`config.mk`:
```
export PLATFORM = sky130hd
export DESIGN_NAME = alu_share_arbiter
export DESIGN_NICKNAME = d
export VERILOG_FILES = /design/src/rtl/alu_share_arbiter.sv
export SDC_FILE = /design/constraint.sdc
export NUM_CORES = 1
export LEC_CHECK = 0
export CORE_ASPECT_RATIO = 0.9
export CORE_MARGIN = 3
export CORE_UTILIZATION = 40
export DETAILED_ROUTE_END_ITERATION = 10
export HOLD_SLACK_MARGIN = 0.05
export PLACE_DENSITY = 0.92
export RECOVER_POWER = 25
export SETUP_SLACK_MARGIN = 0.5
export SLEW_MARGIN = 25
export SYNTH_ARGS = -nofsm -noshare
export SYNTH_HDL_FRONTEND = slang
export SYNTH_SLANG_ARGS = --single-unit
export TNS_END_PERCENT = 5
```
`constraint.sdc`:
```
create_clock -name clk -period 2 [get_ports clk]
set_input_delay 0.6 -clock clk [delete_from_list [all_inputs] [get_ports clk]]
set_output_delay 0.6 -clock clk [all_outputs]
set_load 0.05 [all_outputs]
```
`src/rtl/alu_share_arbiter.sv`:
```
// Time-shares one combinational ALU between two valid/ready requesters.
// Each op takes three states: accept in IDLE, one EXEC cycle, then hold the response in RESP.
module alu_share_arbiter #(
  parameter int unsigned XLEN       = 32,
  parameter int unsigned FIXED_PRIO = 0
) (
  input  logic            clk,
  input  logic            rst_n,
  input  logic [1:0]      req_valid,
  output logic [1:0]      req_ready,
  input  logic [XLEN-1:0] req_srcA_0,
  input  logic [XLEN-1:0] req_srcB_0,
  input  logic [2:0]      req_op_0,
  input  logic [XLEN-1:0] req_srcA_1,
  input  logic [XLEN-1:0] req_srcB_1,
  input  logic [2:0]      req_op_1,
  output logic [1:0]      rsp_valid,
  input  logic [1:0]      rsp_ready,
  output logic [XLEN-1:0] rsp_result,
  output logic            rsp_zero,
  output logic            rsp_sign,
  output logic            rsp_err,
  output logic [XLEN-1:0] alu_srcA,
  output logic [XLEN-1:0] alu_srcB,
  output logic [2:0]      alu_ctrl,
  input  logic [XLEN-1:0] alu_result,
  input  logic            alu_zero,
  input  logic            alu_sign
);

  typedef enum logic [1:0] {StIdle, StExec, StResp} state_e;

  state_e          state_q, state_d;
  logic            ptr_q, ptr_d;
  logic            gnt_q;
  logic            gnt;
  logic            accept;
  logic            complete;
  logic [XLEN-1:0] srca_q, srcb_q, res_q;
  logic [2:0]      op_q;
  logic            err_q, zero_q, sign_q;

  // Pointer only breaks ties; a lone requester always wins.
  always_comb begin
    gnt = 1'b0;
    if (req_valid == 2'b11) begin
      gnt = (FIXED_PRIO != 0) ? 1'b0 : ptr_q;
    end else begin
      gnt = ~req_valid[0];
    end
  end

  always_comb begin
    req_ready = 2'b00;
    if (state_q == StIdle && req_valid != 2'b00) begin
      req_ready[gnt] = 1'b1;
    end
  end

  assign accept   = (state_q == StIdle) && ((req_valid & req_ready) != 2'b00);
  assign complete = (state_q == StResp) && rsp_ready[gnt_q];

  always_comb begin
    state_d = state_q;
    ptr_d   = ptr_q;
    unique case (state_q)
      StIdle: if (accept) state_d = StExec;
      StExec: state_d = StResp;
      StResp: begin
        if (complete) begin
          state_d = StIdle;
          if (FIXED_PRIO == 0) ptr_d = ~gnt_q;
        end
      end
      default: state_d = StIdle;
    endcase
  end

  always_comb begin
    rsp_valid = 2'b00;
    if (state_q == StResp) rsp_valid[gnt_q] = 1'b1;
  end

  assign rsp_result = res_q;
  assign rsp_zero   = zero_q;
  assign rsp_sign   = sign_q;
  assign rsp_err    = err_q;

  // The ALU sees zeros outside EXEC so downstream toggling stays quiet.
  assign alu_srcA = (state_q == StExec) ? srca_q : '0;
  assign alu_srcB = (state_q == StExec) ? srcb_q : '0;
  assign alu_ctrl = (state_q == StExec) ? op_q : 3'b000;

  always_ff @(posedge clk or negedge rst_n) begin
    if (!rst_n) begin
      state_q <= StIdle;
      ptr_q   <= 1'b0;
    end else begin
      state_q <= state_d;
      ptr_q   <= ptr_d;
    end
  end

  always_ff @(posedge clk or negedge rst_n) begin
    if (!rst_n) begin
      gnt_q  <= 1'b0;
      srca_q <= '0;
      srcb_q <= '0;
      op_q   <= 3'b000;
      err_q  <= 1'b0;
      res_q  <= '0;
      zero_q <= 1'b0;
      sign_q <= 1'b0;
    end else begin
      if (accept) begin
        gnt_q  <= gnt;
        srca_q <= gnt ? req_srcA_1 : req_srcA_0;
        srcb_q <= gnt ? req_srcB_1 : req_srcB_0;
        op_q   <= gnt ? req_op_1 : req_op_0;
        err_q  <= (gnt ? req_op_1 : req_op_0) == 3'b011;
      end
      if (state_q == StExec) begin
        res_q  <= alu_result;
        zero_q <= alu_zero;
        sign_q <= alu_sign;
      end
    end
  end

endmodule
```
==> flow_summary.yaml <==
synth:
  ys.flop_type: "dfrtp_1"
  ys_seq_area_share_pct: 50.1
  syn_area_um2: 5290
  synth_edf_count: 0
  yosys_warnings: 0
  ys_types: 22
  syn_nets: 565
  syn_inst: 391
  async_flop_share_pct: 100
  yosys_register_bits: 106
  syn_area_per_cell_um2: 13.5
power_and_ir_drop:
  p_leak_nw: 4.29
  vdd_drop_max_mv: 1.17
  power_density_nw_per_um2: 1730
cells_and_area:
  antenna_cells: 0
  seq_area_um2: 2650
  multi_input_area_um2: 2800
  syn2layout_area_growth_pct: 89.5
  num-fill-cells: 718
  layout-drive-gt1-share_pct: 57.7
  utilization_pct: 78.1
  nets: 864
drt:
  via_per_inst: 5.01
  routed-via-count: 4307
  wl_per_cell_um: 21.2
  drt_iter0_markers: 166
  drtPass1Iterations: 4
  drt_wl_total_mm: 18.2
  drc: 0
  ant_nets: 0
setup_path:
  rrSetupSlack_ns: 0.11
  crit_path_max_incr_delay_ns: 0.41
  cp_cell_sequence: "nor2_4 > buf_6 > buf_12 > buf_16 > and2_4 > buf_12"
  endpoint_kind: "output port"
  cpMaxStageDelayCell: "dfrtp_1"
  cp-start-kind: "flip-flop"
  cp_common_cell: "buf_12"
  critPathRequiredTime_ns: 1.40
  critPathArrivalTime_ns: 1.58
  critPathKind: "reg -> out"
  worstPathMaxFanout: 7
clock_tree:
  clk_path_buf_depth: 2
  cts_num_sinks: 106
  ctsHtreeMaxLevel: 3
  cts.clk_slew.worst_paths_ns: 0.07
  cts_tree: "built"
  cts_root_buf: "clkbuf_16"
  numCtsBuffers: 9
  clock_latency_ns: 0.34
floorplanning:
  die_h_um: 115
  rows: 39
  initial_core_util_pct: 41.2
  die-area_um2: 14600
  fp.dieW_um: 127
  fp.coreArea_um2: 12800
  ios: 280
grt:
  grt_pass1_vias: 4923
  grt_max_degree: 50
  overflow: 0
  antenna_found_initial: 0
  grtUsageTotal_pct: 24.4
  grt_pass1_wl_mm: 27.5
sta:
  fmax_ghz: 0.460
  relSlewSlack_pct: -7.82
  setup_violations: 70
  fin_worst_skew_ns: 0.00624
  grt_setup_unrepaired: "true"
  setup_slack_ns: -0.175
  worst_pin_slew_ns: 1.62
  tns_ns: -8.13
  fin_crit_sh_pct: 109
  maxSlewViolCount: 29
  fin_crit_ns: 2.18
  hold_violations: 0
min_path:
  hp-class: "reg -> reg"
placed_design:
  gp_congestion: 0.809
  hpwl_mm: 12.2
  port_buffers: 279
run_status:
  outcome: "finished, violations left"
  violations: "capacitance limit, slew limit, setup timing"
job:
  cap_violations: 1
logic make-up after synthesis:
kind of cell | synth area share, %
compound gates | 1.04
buf+inv | 2.91
flops | 50.1
mux | 36.9
simple gates | 9.03
flip-flops by register name, indices dropped and copies added (netlist names):
name,cells
op_q,3
rsp_result,32
rsp_zero,1
gnt_q,1
rsp_err,1
srca_q,32
state_q,2
srcb_q,32
rsp_sign,1
ptr_q,1
layout by cell type (no fill, tap or decap), drive strengths merged, types with 2 or more instances in the layout:
cell type	n
clkdlybuf4s50	170
mux2	169
buf	140
dfrtp	106
and2	67
clkbuf	13
nor2	4
clkinv	3
inv	3
nand2b	2
o21ai	2
nand3b	2
and3	2
synth_stat cells (all sizes together), types with 2 or more instances:
| cell | instances | share of area, % |
|---|---|---|
| inv | 3 | 0.21 |
| and3 | 2 | 0.24 |
| buf | 19 | 2.2 |
| dfrtp | 106 | 50 |
| nand3b | 2 | 0.28 |
| o21ai | 2 | 0.19 |
| nor2 | 4 | 0.28 |
| nand2b | 2 | 0.24 |
| mux2 | 169 | 37 |
| clkbuf | 7 | 0.50 |
| and2 | 67 | 7.9 |
layout make-up:
| class | count | area share [%] |
|---|---|---|
| multi-input cells | 256 | 28.0 |
| flip-flops and latches | 106 | 26.5 |
| clock buffers | 11 | 2.42 |
| clock inverters | 5 | 0.612 |
| inverters | 3 | 0.150 |
| well taps | 164 | 2.05 |
| repair buffers | 314 | 40.3 |
routing by layer:
layer | global-route usage [%] | routed length [µm] | vias to the layer above
met5 | 0 | 0 | -
met4 | 8.79 | 464 | 0
met3 | 7.20 | 1320 | 34
met2 | 45.6 | 9940 | 202
met1 | 26.1 | 6510 | 2126
li1 | - | - | 1945
critical path, delay by kind of cell (launching register included):
kind	cells	cell delay, ns
flip-flops	1	0.41
AND/OR/NAND/NOR	2	0.31
buffers and inverters	4	0.50
path summary, 6_finish.rpt:
path,start,to,cells past startpoint
max in group asynchronous,rst_n,srcb_q[1],2
min in group asynchronous,rst_n,rsp_result[20],1
worst max-delay path,state_q[1],alu_srcB[26],6
worst max register to register,ptr_q,srca_q[25],5
worst min-delay path,srcb_q[10],srcb_q[10],1
worst min register to register,srcb_q[10],srcb_q[10],1
report_power, final:
group	internal [W]	switching, W	leakage [nW]
Clock	0.00101	0.000805	0.150
Sequential	0.00327	0.000757	1.24
Combinational	0.00587	0.00563	2.90
per-stage QoR:
stage                     power [W]  setup slack [ns]  area [µm²]  cells  hold WS (ns)
after floorplan             0.00979             0.169        5410    391         0.304
after global placement       0.0138            -0.369        9120    825         0.481
after detailed placement     0.0141            -0.428        9120    825         0.489
after CTS                    0.0172            -0.196        9990    858         0.177
after global routing         0.0180            -0.235       10000    859         0.522
final                        0.0173            -0.175       10000    859         0.506
repair_timing:
action / in CTS / in global routing
gates resized for setup: 125 / 13
hold endpoints to repair: 0 / 0
hold buffers: 0 / 0
setup endpoints to repair: 197 / 202
gates cloned: 4 / 0
pin swaps: 48 / 1
setup buffers: 13 / 1
(Power assumes the default switching activity.)
